$ cat config.mk
export PLATFORM = sky130hd
export DESIGN_NAME = clock_time_counter
export DESIGN_NICKNAME = d
export VERILOG_FILES = /design/src/rtl/clock_pkg.sv /design/src/rtl/bcd_digit_counter.sv /design/src/rtl/clock_time_counter.sv
export SDC_FILE = /design/constraint.sdc
export NUM_CORES = 1
export LEC_CHECK = 0
export ABC_AREA = 1
export BUFFER_PORTS_ARGS = -buffer_cell sky130_fd_sc_hd__buf_2
export CELL_PAD_IN_SITES_DETAIL_PLACEMENT = 1
export CELL_PAD_IN_SITES_GLOBAL_PLACEMENT = 2
export CORE_MARGIN = 8
export CORE_UTILIZATION = 30
export CTS_CLUSTER_DIAMETER = 150
export DETAILED_ROUTE_END_ITERATION = 7
export PLACE_DENSITY = 0.86
export SYNTH_ARGS = -nofsm -noshare
export SYNTH_HDL_FRONTEND = slang
export SYNTH_SLANG_ARGS = --single-unit
$ cat constraint.sdc
create_clock -name CLK -period 1.9 [get_ports CLK]
set_clock_uncertainty 0.2 [all_clocks]
set_input_delay 0.38 -clock CLK [delete_from_list [all_inputs] [get_ports CLK]]
set_output_delay 0.38 -clock CLK [all_outputs]
set_load 0.05 [all_outputs]
$ cat src/rtl/clock_pkg.sv
// Shared types and constants for the HH:MM:SS BCD time counter.
package clock_pkg;

  localparam int unsigned DIGIT_W               = 4;
  localparam int unsigned DEFAULT_TICKS_PER_SEC = 100_000_000;

  localparam logic [7:0]         MAX_HOUR    = 8'h23;
  localparam logic [7:0]         MAX_MIN     = 8'h59;
  localparam logic [DIGIT_W-1:0] MAX_UNITS   = 4'd9;
  localparam logic [DIGIT_W-1:0] MAX_TENS_MS = 4'd5;

  typedef enum logic [1:0] {
    ST_RUN      = 2'd0,
    ST_CHECK    = 2'd1,
    ST_WAIT_LOW = 2'd2
  } clk_state_e;

  typedef struct packed {
    logic [DIGIT_W-1:0] tens;
    logic [DIGIT_W-1:0] units;
  } bcd_pair_t;

  // Both nibbles decimal and the pair no larger than max (pair compares as a BCD byte).
  function automatic logic bcd_pair_ok(input bcd_pair_t p, input logic [7:0] max);
    return (p.tens <= MAX_UNITS) && (p.units <= MAX_UNITS) && ({p.tens, p.units} <= max);
  endfunction

endpackage

$ cat src/rtl/bcd_digit_counter.sv
// Single BCD digit counter wrapping at MAX, with clear/load priority over increment.
module bcd_digit_counter
  import clock_pkg::*;
#(
  parameter logic [DIGIT_W-1:0] MAX = MAX_UNITS
) (
  input  logic               clk_i,
  input  logic               rst_i,
  input  logic               inc_i,
  input  logic               load_i,
  input  logic [DIGIT_W-1:0] load_val_i,
  input  logic               clr_i,
  output logic [DIGIT_W-1:0] digit_o,
  output logic               carry_out_c
);

  logic [DIGIT_W-1:0] digit_q;
  logic [DIGIT_W-1:0] digit_d;

  always_comb begin
    digit_d = digit_q;
    if (clr_i) begin
      digit_d = '0;
    end else if (load_i) begin
      digit_d = load_val_i;
    end else if (inc_i) begin
      digit_d = (digit_q == MAX) ? '0 : digit_q + DIGIT_W'(1);
    end
  end

  always_ff @(posedge clk_i or posedge rst_i) begin
    if (rst_i) begin
      digit_q <= '0;
    end else begin
      digit_q <= digit_d;
    end
  end

  assign digit_o     = digit_q;
  assign carry_out_c = inc_i && !clr_i && !load_i && (digit_q == MAX);

endmodule

$ cat src/rtl/clock_time_counter.sv
// Seconds-prescaled HH:MM:SS BCD time counter with a valid/ack time-set handshake.
module clock_time_counter
  import clock_pkg::*;
#(
  parameter int unsigned TICKS_PER_SEC = DEFAULT_TICKS_PER_SEC
) (
  input  logic               CLK,
  input  logic               RST,
  input  logic               run_en,
  input  logic               ny_eve,
  input  logic               set_valid,
  input  logic [7:0]         set_hh,
  input  logic [7:0]         set_mm,
  output logic               set_ack,
  output logic               set_err,
  output logic [DIGIT_W-1:0] hour_tens,
  output logic [DIGIT_W-1:0] hour_units,
  output logic [DIGIT_W-1:0] min_tens,
  output logic [DIGIT_W-1:0] min_units,
  output logic [DIGIT_W-1:0] sec_tens,
  output logic [DIGIT_W-1:0] sec_units,
  output logic               sec_tick,
  output logic               day_tick,
  output logic               ny_countdown
);

  localparam int unsigned        PRESC_W    = (TICKS_PER_SEC > 1) ? $clog2(TICKS_PER_SEC) : 1;
  localparam logic [PRESC_W-1:0] PRESC_TERM = PRESC_W'(TICKS_PER_SEC - 1);

  clk_state_e         state_q;
  clk_state_e         state_d;
  logic [PRESC_W-1:0] presc_q;
  logic [PRESC_W-1:0] presc_d;
  bcd_pair_t          hour_q;
  bcd_pair_t          hour_d;
  logic               set_ack_q;
  logic               set_err_q;
  logic               sec_tick_q;
  logic               day_tick_q;
  logic               ack_d;
  logic               err_d;

  logic               advance_c;
  logic               load_c;
  logic               term_c;
  logic               set_ok_c;
  logic               day_wrap_c;
  logic               sec_units_carry_c;
  logic               sec_tens_carry_c;
  logic               min_units_carry_c;
  logic               min_tens_carry_c;

  assign set_ok_c = bcd_pair_ok(bcd_pair_t'(set_hh), MAX_HOUR)
                 && bcd_pair_ok(bcd_pair_t'(set_mm), MAX_MIN);

  // FSM state register
  always_ff @(posedge CLK or posedge RST) begin
    if (RST) begin
      state_q <= ST_RUN;
    end else begin
      state_q <= state_d;
    end
  end

  // FSM next state
  always_comb begin
    state_d = state_q;
    case (state_q)
      ST_RUN:      if (set_valid)  state_d = ST_CHECK;
      ST_CHECK:                    state_d = ST_WAIT_LOW;
      ST_WAIT_LOW: if (!set_valid) state_d = ST_RUN;
      default:                     state_d = ST_RUN;
    endcase
  end

  // FSM outputs; a pending request in RUN freezes time so a set wins over a coincident tick
  always_comb begin
    advance_c = 1'b0;
    load_c    = 1'b0;
    ack_d     = 1'b0;
    err_d     = 1'b0;
    case (state_q)
      ST_RUN: advance_c = run_en && !set_valid;
      ST_CHECK: begin
        if (set_ok_c) begin
          load_c = 1'b1;
          ack_d  = 1'b1;
        end else begin
          err_d = 1'b1;
        end
      end
      default: ;
    endcase
  end

  assign term_c = advance_c && (presc_q == PRESC_TERM);

  always_comb begin
    presc_d = presc_q;
    if (load_c) begin
      presc_d = '0;
    end else if (advance_c) begin
      presc_d = term_c ? '0 : presc_q + PRESC_W'(1);
    end
  end

  // Hours pair wraps 23 -> 00 rather than per-digit limits
  assign day_wrap_c = min_tens_carry_c && ({hour_q.tens, hour_q.units} == MAX_HOUR);

  always_comb begin
    hour_d = hour_q;
    if (load_c) begin
      hour_d = bcd_pair_t'(set_hh);
    end else if (min_tens_carry_c) begin
      if (day_wrap_c) begin
        hour_d = '0;
      end else if (hour_q.units == MAX_UNITS) begin
        hour_d.tens  = hour_q.tens + DIGIT_W'(1);
        hour_d.units = '0;
      end else begin
        hour_d.units = hour_q.units + DIGIT_W'(1);
      end
    end
  end

  always_ff @(posedge CLK or posedge RST) begin
    if (RST) begin
      presc_q    <= '0;
      hour_q     <= '0;
      set_ack_q  <= 1'b0;
      set_err_q  <= 1'b0;
      sec_tick_q <= 1'b0;
      day_tick_q <= 1'b0;
    end else begin
      presc_q    <= presc_d;
      hour_q     <= hour_d;
      set_ack_q  <= ack_d;
      set_err_q  <= err_d;
      sec_tick_q <= term_c;
      day_tick_q <= day_wrap_c;
    end
  end

  bcd_digit_counter #(.MAX(MAX_UNITS)) u_sec_units (
    .clk_i       (CLK),
    .rst_i       (RST),
    .inc_i       (term_c),
    .load_i      (1'b0),
    .load_val_i  (4'd0),
    .clr_i       (load_c),
    .digit_o     (sec_units),
    .carry_out_c (sec_units_carry_c)
  );

  bcd_digit_counter #(.MAX(MAX_TENS_MS)) u_sec_tens (
    .clk_i       (CLK),
    .rst_i       (RST),
    .inc_i       (sec_units_carry_c),
    .load_i      (1'b0),
    .load_val_i  (4'd0),
    .clr_i       (load_c),
    .digit_o     (sec_tens),
    .carry_out_c (sec_tens_carry_c)
  );

  bcd_digit_counter #(.MAX(MAX_UNITS)) u_min_units (
    .clk_i       (CLK),
    .rst_i       (RST),
    .inc_i       (sec_tens_carry_c),
    .load_i      (load_c),
    .load_val_i  (set_mm[3:0]),
    .clr_i       (1'b0),
    .digit_o     (min_units),
    .carry_out_c (min_units_carry_c)
  );

  bcd_digit_counter #(.MAX(MAX_TENS_MS)) u_min_tens (
    .clk_i       (CLK),
    .rst_i       (RST),
    .inc_i       (min_units_carry_c),
    .load_i      (load_c),
    .load_val_i  (set_mm[7:4]),
    .clr_i       (1'b0),
    .digit_o     (min_tens),
    .carry_out_c (min_tens_carry_c)
  );

  assign hour_tens    = hour_q.tens;
  assign hour_units   = hour_q.units;
  assign set_ack      = set_ack_q;
  assign set_err      = set_err_q;
  assign sec_tick     = sec_tick_q;
  assign day_tick     = day_tick_q;
  assign ny_countdown = ny_eve && ({hour_q.tens, hour_q.units} == MAX_HOUR)
                     && (min_tens == MAX_TENS_MS);

endmodule

After elaboration in Yosys (flattened, before gate mapping). Index checks and enable logic that the tools add are counted. Widths: inputs -> output; s select.

Multiplexer cells: 28. Reductions and logical operators: 30. $lt $le $gt $ge: 6. Equal/unequal tests: 11. Add/subtract/negate cells: 7.

Operators by type and width (count): $mux 27 (3); $mux 4 (14); $add 27x1->27 const B (1); $eq 27x27->1 const B (1); $add 4x1->4 const B (6); $mux 8 (3); $logic_and 1x1->1 (18); $le 4x4->1 const B (4); $eq 4x4->1 const B (3); $reduce_bool 2->1 (6); $eq 4x3->1 const B (2); $eq 8x6->1 const B (1); $le 8x6->1 const B (1); $le 8x7->1 const B (1); $pmux 2 s3 (1); $mux 1 (5); $mux 2 (2); $ne 2x2->1 const B (2); $reduce_and 2->1 (2); $reduce_bool 3->1 (1); $eq 2x1->1 const B (1); $eq 2x2->1 const B (1); $logic_not 1->1 (2); $logic_not 2->1 (1).

Output and inout port bits: 29. Bits in registers: 57. Logic and storage cells: 94. Input bits: 21.

Logic depth before layout (Yosys ltp). Gate-level depths: netlist (run 1).

Depth after elaboration: 19. Depth in mapped cells: 13. Gate-level depth less buffers: 13.

Cells and area by module. Synthesis (run 1) repeated with hierarchy kept, for this count alone.

Cells, all modules: 590. Area, all modules: 4006.3 um2.

Modules (own cells, without submodules): clock_time_counter (cells each 404, area each 2802.7 um2, instances 1, seq. area each 1026.0 um2); bcd_digit_counter at u_min_units ... (cells each 47, area each 305.3 um2, instances 2, seq. area each 100.1 um2); bcd_digit_counter at u_min_tens ... (cells each 46, area each 296.5 um2, instances 2, seq. area each 100.1 um2).

Worst setup path after synthesis (run 1). OpenSTA, ideal clock, no wires.

Path type: register to output. Start: reg hour_q, in the netlist hour_units[0]. End: out ny_countdown. Path buffers: 0. Data required time: 1.320 ns. Setup slack: -0.730 ns. Cell stages (with the launch flop): 6. Arrival: 2.050 ns. Cells stage by stage: dfrtp_1 -> ha_1 -> inv_1 -> nor4_1 -> inv_1 -> nor2_1.

Cells in the longest elaborated chain, start to end: 3.

Ends and longest elaborated chain: start: declaration (RTL line clock_time_counter.sv:34) `bcd_pair_t hour_q;`; start signal: assignment (RTL line clock_time_counter.sv:136) `hour_q <= hour_d;`; $eq 8x6->1 (RTL line clock_time_counter.sv:194) `assign ny_countdown = ny_eve && ({hour_q.tens, hour_q.units} == MAX_HOUR)`; $logic_and 1x1->1 (RTL line clock_time_counter.sv:194); $logic_and 1x1->1 (RTL line clock_time_counter.sv:195) `&& (min_tens == MAX_TENS_MS);`; end: declaration (RTL line clock_time_counter.sv:24) `output logic ny_countdown`.

No other way between the ends.

Final worst setup path (run 1).
Start: reg presc_q[0]. End: reg presc_q[3].

Cells in the longest elaborated chain, start to end: 5. Elaborated cells on any way between the ends: 6. Classes of those cells: 1 x add/sub; 1 x eq/ne; 3 x mux; 1 x reduce/logical.

Ends and longest elaborated chain: start: declaration (RTL line clock_time_counter.sv:32) `logic [PRESC_W-1:0] presc_q;`; start signal: assignment (RTL line clock_time_counter.sv:135) `presc_q <= presc_d;`; parallel branches: the longest is 2 deep, another holds $add 27x1->27; $mux 27 * (RTL line clock_time_counter.sv:103) `presc_d = term_c ? '0 : presc_q + PRESC_W'(1);`; $mux 27 * (RTL line clock_time_counter.sv:102) `end else if (advance_c) begin`; $mux 27 * (RTL line clock_time_counter.sv:100) `if (load_c) begin`.

Every way passes the cells marked *. The select of a mux whose other input is x is not followed. A chain may end at the register's enable or synchronous reset.

==> results by stage, run 1 <==
Status:
- The run finished, with violations left.
- The final reports fail on setup timing.

Placement:
- Including well taps, the total number of placed cells is 755.
- At the end of routability-driven placement, the weighted congestion stood at 0.854.
- The number of I/O port buffers is 49.
- The placed instances occupy a cell area of 4800 sq um.
- The HPWL after detailed placement is 9.80 mm.

GRT:
- The first global-routing pass estimated between 20 and 25 mm of wire.
- Entering global routing, the biggest net connects 58 pins.
- The number of global-route vias before repair is 4436.
- For this run the aggregate overflow at the end of global routing stands at 0.
- Across every metal layer, demand over resource in global routing totals 0.181.
- The initial antenna violation count is 0.

Synth:
- The number of synthesis warnings is 0.
- The distinct cell type count of the synthesized netlist is 42.
- nand2_1 is the most common cell in the netlist.
- Sorting the synthesized cells by how often they occur yields nand2_1, dfrtp_1, inv_1.
- Counting flops and latches in the post-synthesis netlist gives 57.
- By area the synthesized netlist is led by dfrtp_1, nand2_1, inv_1.
- The synthesized netlist cell count is 469.
- The cell accounting for the most synthesized area is dfrtp_1.
- The share of the Yosys chip area taken by registers is 0.395.
- The post-synth design cell area is ~3600 sq um.
- The mean post-synth cell area is 7.69 sq um.
- In the synthesized netlist the dominant register cell turns out to be dfrtp_1.
- The area fraction of the dominant cell type after synthesis is 0.395.
- The net count after synthesis is 499.
- The share of flip-flops with an asynchronous set or reset is 1.00.
- Counting flops with a built-in enable in the synthesized netlist gives 0.

Route:
- The routed layout has about 4000 vias.
- The average wire per standard cell is 19.2 microns.
- For this run, the detailed router's first-pass iteration total came to 4.
- The detail route stage leaves a number of antenna-violating nets equal to 0.
- The first routing iteration left about 190 violations.
- In the routed design, unresolved DRC markers number 0.
- The number of vias per cell is 5.07.
- The aggregate routed wire length is 15.2 mm.

STA:
- The share of the clock period used by the worst path is 1.17.
- The post-route setup TNS is -10.87 ns.
- The actual slew at the worst max-slew pin is between 0.3 and 0.4 ns.
- The final-report max-slew violation count is 0.
- After layout, the minimum clock period comes to 2.22 ns.
- Setup repair after global routing could not meet its margin everywhere.
- Timing would allow up to 450 MHz.
- Setup violations remaining at the end of the flow were counted as 50.
- The minimum setup slack in the final design is -0.324 ns.
- The final count of hold timing violations was 0.
- Measured against its own limit, the worst slew margin works out to 0.763.

Clocking:
- The clock net in this run drives a total of 57 sinks.
- No sink is reached through more buffers than the 2 on the longest clock path.
- The clock slew at the register clock pins of the worst setup and hold paths is 0.05 ns.
- The tree is rooted in a clkbuf_16.
- The H-tree was split into 3 levels.
- The CTS tree is built.
- The total CTS buffers is 9.
- For the worst-skew pair, the clock arrives at the later sink with an insertion delay of between 0.3 and 0.4 ns.

Finish:
- The repair_antennas step left the layout with diodes totalling 0.
- Summing all non-filler instances in the final layout gives an area of 6060 sq um.
- The number of nets at the end of the flow is 672.
- The final design utilization is 0.511.
- In the final layout, the share of cells above drive strength 1 is 0.531.
- The area growth from synthesis to layout is 67.9%.
- The non-filler instance count after layout is 793.

Worst setup path:
- The maximum fanout along the worst path is 7.
- STA puts the critical path data required time at 1.91 ns.
- The type of destination of the critical path is a flop.
- The worst setup path is launched from a flop.
- The critical path class is reg2reg.
- The arrival time at the worst endpoint is 2.23 ns.

Die:
- The die is 126 microns tall.
- 50 I/O pins were placed.
- The die covers roughly 16000 sq um.
- The initial utilization of the core area, before any placement, comes to 0.304.
- The number of core rows is 40.
- The die is 126 microns wide.
- The core region is 11900 sq um.

Power and ir drop:
- The leakage power figure is 2.90 nW.
- The total power divided by cell area is 948 nW/um^2.
- The worst IR drop on VDD is 0.000694 V.

Flow run:
- The reported max-cap violation count is 0.

Hold path:
- The min-delay analysis places its worst path in the category in2reg.
sequential cells by signal, indices dropped and copies added, names as in the netlist:
register,count
presc_q,27
hour_tens,4
hour_units,4
u_min_tens.digit_o,4
u_min_units.digit_o,4
u_sec_tens.digit_o,4
u_sec_units.digit_o,4
state_q,2
day_tick,1
sec_tick,1
set_ack,1
set_err,1
kinds of logic (layout without fill, tap and decap cells):
| group | after synthesis | count (layout) | synth area share |
|---|---|---|---|
| buffers and inverters | 72 | 249 | 0.0787 |
| DFF | 57 | 57 | 0.395 |
| AOI/OAI and AO/OA | 57 | 57 | 0.0964 |
| adders and majority gates | 9 | 9 | 0.0312 |
| xor gates and xnor gates | 27 | 27 | 0.0656 |
| and+or+nand+nor | 247 | 247 | 0.333 |
timing repair:
action | 4_1_cts | 5_1_grt
gates cloned | 1 | 0
setup endpoints to repair | 49 | 54
hold buffers | 1 | 0
resized for setup | 78 | 121
buffers inserted | 13 | 15
pin swaps | 28 | 46
hold endpoints to repair | 57 | 0
layout by cell type, fill, tap and decap left out, types with 4 or more instances in the layout:
cell type	Yosys	final
nand3_1	36	24
clkinv_2	2	5
ha_1	9	6
nand2_8	0	4
nor2_4	4	14
nand2_4	4	9
dfrtp_2	0	12
clkbuf_16	0	9
xnor2_1	6	6
a21oi_1	5	4
nand3_4	1	4
o21ai_2	2	11
o22ai_2	0	8
inv_1	55	43
buf_2	6	48
inv_2	7	13
o21ai_0	20	9
xor2_1	21	20
dfrtp_1	57	45
nand3_2	0	9
o31ai_1	6	4
nor2_2	2	7
o21ai_1	7	8
nor4_4	0	5
nand4_1	14	14
nor2_1	39	24
buf_6	0	24
nand2_1	111	82
nor3_2	1	5
buf_4	1	93
nor3_1	14	7
nand2_2	5	25
critical path, stage by stage, from the launching register on:
cell     delay (ns)
dfrtp_1        0.37
ha_2           0.20
nand2_2        0.08
nor2_4         0.13
nand2_4        0.12
buf_6          0.14
buf_6          0.11
inv_4          0.05
nand4_1        0.15
nand2_2        0.14
inv_2          0.07
nand2_4        0.12
buf_12         0.15
o22ai_2        0.07
path summary, 6_finish.rpt:
check                                 from                     to  slack [ns]  depth (start not counted)
worst min-delay path             set_mm[4]  u_min_tens.digit_o[0]        0.08                          3
worst min register to register  state_q[0]             state_q[0]        0.35                          2
worst max register to register  presc_q[0]             presc_q[3]       -0.32                         13
max in group asynchronous              RST          hour_units[1]        0.73                          4
worst max-delay path            presc_q[0]             presc_q[3]       -0.32                         13
min in group asynchronous              RST            presc_q[12]        0.47                          4
metal layers:
metal	track usage	up-vias	wire (microns)
li1	-	1891	-
met1	0.206	1999	6230
met2	0.318	93	7980
met3	0.0380	36	503
met4	0.0867	0	500
met5	0	-	0
area by class of cell:
type	instances	area, sq um
inverter	64	275
clock buffer	11	243
tap	147	184
sequential	57	1440
timing repair buffer	170	1300
multi-input combinational	340	2590
clock inverter	4	20.0
fill	1408	5810
metrics by stage:
step	total power, mW	hold slack, ns	setup slack (ns)
after floorplan	2.93	0.231	-0.190
after CTS	5.43	0.0692	-0.325
final	5.74	0.0788	-0.324
after detailed placement	3.76	0.298	-0.246
after global placement	3.68	0.289	-0.111
after global routing	6.01	0.0954	-0.436
power breakdown:
part           leakage (nW)  internal, mW  switching, mW
registers             0.721          1.48          0.268
clock network         0.135         0.900          0.590
logic                  2.05         0.974           1.53
total                  2.90          3.35           2.38
Note: power is estimated with default switching activity, not from simulation.
==> inputs of run 2 (changes only) <==
Settings changed: CORE_UTILIZATION 30 to 36, PLACE_DENSITY 0.86 to 0.95.
Clock period 1.9 ns to 2.7 ns, I/O delays scaled along.
==> run 2 against run 1 <==
Against the previous run: final area down 30%; critical path depth is 6 lower; worst setup slack improved by 0.46 ns; register-to-register slack better by 0.66 ns; non-clock buffer count down 113; wire length decreased by 29%; power is 45% lower; worst hold slack worse by 0.073 ns; cell count fell by 16%; the run now ends clean; sequential share of layout area increased by 9.7 points.
==> results by stage, run 2 (synthesized netlist as in run 1, its figures left out) <==
Die:
- The horizontal extent of the die is 116 microns (-7.6%).
- The effective utilization at floorplan is 0.369 (+0.0649).
- The full die area is 13500 sq um (-15%).
- The die boundary height was 116 microns (-7.6%).
- The number of core rows was 36 (-10%).
- The area inside the core boundary is 9770 sq um (-18%).
- The number of primary I/O pins is 50 (unchanged).

Clocking:
- The number of setup buffers added after CTS is 0 (-13).
- The number of levels in the clock H-tree is 3 (unchanged).
- CTS placed an instance of clkbuf_8 at the clock tree root.
- The worst-case clock buffer depth came to 2 (unchanged).
- The clock latency on the worst-skew pair is 0.34 ns (about the same).
- The number of clock sinks is 57 (unchanged).
- The clock slew at the register clock pins of the worst setup and hold paths is 0.07 ns (+0.02 ns).
- The total CTS buffers is 9 (unchanged).
- The CTS tree is built.

Finish:
- The number of nets at the end of the flow was 559 (-17%).
- The share of post-route cells with drive strength above 1 is 0.205 (-0.326).
- The area growth from synthesis to layout is 18.1%.
- The register containing the most flip-flops in the final layout is presc_q.
- The final design utilization is 0.436 (-0.0748).
- The number of filler cells placed in the layout is 1245 (-12%).
- Leaving out fill and tap cells, the most frequent cell in the layout is nand2_1.
- The number of diodes added for antenna fixing is 0 (unchanged).
- In the layout the commonest cells are nand2_1, dfrtp_1, inv_1.
- The flip-flop count of the largest register after layout came to 27 (unchanged).

Route:
- The remaining antenna violation count was 0 (unchanged).
- The aggregate routed wire length is 10.9 mm (-29%).
- The first-pass detailed-route iteration total is 4 (unchanged).
- The total DRC errors in the routed layout is 0 (unchanged).
- The number of vias per cell is 5.13 (+1.3%).
- The iteration-0 DRC count of the detailed router is 144 (-25%).
- The number of vias after detailed routing is 3419 (-15%).
- The average wire per standard cell is 16.3 microns (-15%).

Worst setup path:
- STA classifies the critical path endpoint as an output pin.
- The startpoint identified for the worst register-to-register timing path is presc_q[0].
- The length in cells of the worst reg-to-reg path came to 10 (-3).
- The critical path class is reg2out.
- The worst endpoint required time is 1.96 ns (+0.05 ns).
- The register-to-register setup slack is 0.34 ns (+0.66 ns).
- The worst setup path is launched from a flop.
- The endpoint identified for the worst register-to-register timing path is presc_q[26].
- The arrival time at the worst endpoint came to 1.82 ns (-0.41 ns).
- The maximum fanout along the worst path is 5 (-2).

Placement:
- The number of I/O port buffers is 49 (unchanged).
- The HPWL after detailed placement was 8.43 mm (-14%).
- The routability congestion estimate from global placement is 0.867 (+1.5%).

Power and ir drop:
- The total power divided by cell area was 746 nW/um^2 (-21%).
- The leakage power figure is 2.08 nW (-28%).
- The worst IR drop on VDD was 0.000350 V (-50%).

STA:
- Setup repair after global routing left no endpoint under its margin.
- The post-route setup TNS is 0 ns (+10.87 ns).
- For the finished layout, the period the worst path requires is approximately 2.6 ns.
- Of the available clock period, the critical path in the final layout requires 0.949.
- The final-report max-slew violation count is 0 (unchanged).
- The worst slew margin relative to its limit came to 0.615 (-0.147).
- The actual slew at the worst max-slew pin is 0.573 ns (+0.220 ns).
- The final-report setup violation count was 0 (-100%).
- Based on the critical path, the design can be clocked at up to 390 MHz.
- The final count of hold timing violations is 0 (unchanged).

GRT:
- The initial antenna violation count is 0 (unchanged).
- The global-route track usage on met2 was 0.283 (-0.0353).
- The global-route congestion overflow total is 0 (unchanged).
- The fraction of met1 tracks used by global routing came to 0.219 (+0.0125).
- The total global routing track utilization is 0.175 (-0.00603).
- The first-pass GRT wire length is 18.4 mm (-19%).
- The met3 track utilization from global routing is 0.0491 (+0.0111).
- The number of global-route vias before repair was 3629 (-18%).
- The global routing stage identified its most utilized layer as met2.
- The pin count of the biggest net entering global routing is 40 (-31%).

Status:
- The flow ran to the end, and the final reports show no timing, DRC or antenna violations.

Hold path:
- In this run the worst hold path is classified as in2async.

Flow run:
- The reported max-cap violation count is 0 (unchanged).
==> run 2: cell count changes in the layout (fill, tap and decap cells not counted), sizes merged <==
cell	delta
bufinv	+1
inv	+1
dlygate4sd3	-1
buf	-112
clkinv	-2
clkinvlp	-1
clkbuf	+1
==> run 2: timing repair <==
action,CTS,global route
gates resized for setup,1,1
hold buffers,0,0
endpoints found under the setup margin,1,1
==> run 2: worst max path at each step <==
stage	cells past startpoint	startpoint	slack (ns)	to
3_3_place_gp	6	hour_units[1]	0.32	ny_countdown
3_5_place_dp	7	hour_tens[0]	0.32	ny_countdown
5_1_grt	7	hour_tens[0]	0.009	ny_countdown
2_1_floorplan	5	hour_units[0]	0.12	ny_countdown
6_report	7	hour_tens[0]	0.14	ny_countdown
4_1_cts	5	u_min_tens.digit_o[0]	0.01	ny_countdown
==> run 2: stage by stage <==
stage	total power, mW	hold WS [ns]	setup WS [ns]	instances	area, sq um
after global routing	3.40	0.0300	0.00859	666	4260
after floorplan	2.05	0.231	0.123	469	3610
final	3.18	0.00547	0.138	666	4260
after CTS	3.21	0.00738	0.0116	666	4250
after global placement	2.32	0.245	0.325	651	4050
after detailed placement	2.37	0.260	0.319	651	4050
==> run 2: where the power goes <==
group / switching (mW) / internal (mW) / leakage (nW)
sequential: 0.221 / 1.03 / 0.735
clock: 0.346 / 0.469 / 0.102
combinational: 0.777 / 0.331 / 1.25
total: 1.34 / 1.83 / 2.08
==> run 2: critical path, stage by stage, from the launching register on <==
cell     delay [ns]
dfrtp_1        0.43
inv_1          0.11
ha_1           0.14
nand2_1        0.07
nor4_2         0.26
inv_1          0.12
nor2_2         0.09
buf_2          0.26
==> run 2: area by class of cell <==
type	instances	area (sq um)	share of cell area
well taps	133	166	0.0391
inverters	64	243	0.0570
clock buffers	12	155	0.0364
multi-input cells	340	1910	0.449
clock inverters	3	40.0	0.00940
flip-flops and latches	57	1430	0.335
repair buffers	57	318	0.0746
==> run 2: routing by layer <==
| metal | up-vias | part of all wire |
|---|---|---|
| met5 | - | 0 |
| met4 | 0 | 0.017 |
| met3 | 18 | 0.048 |
| met2 | 63 | 0.47 |
| met1 | 1678 | 0.46 |
| li1 | 1660 | - |
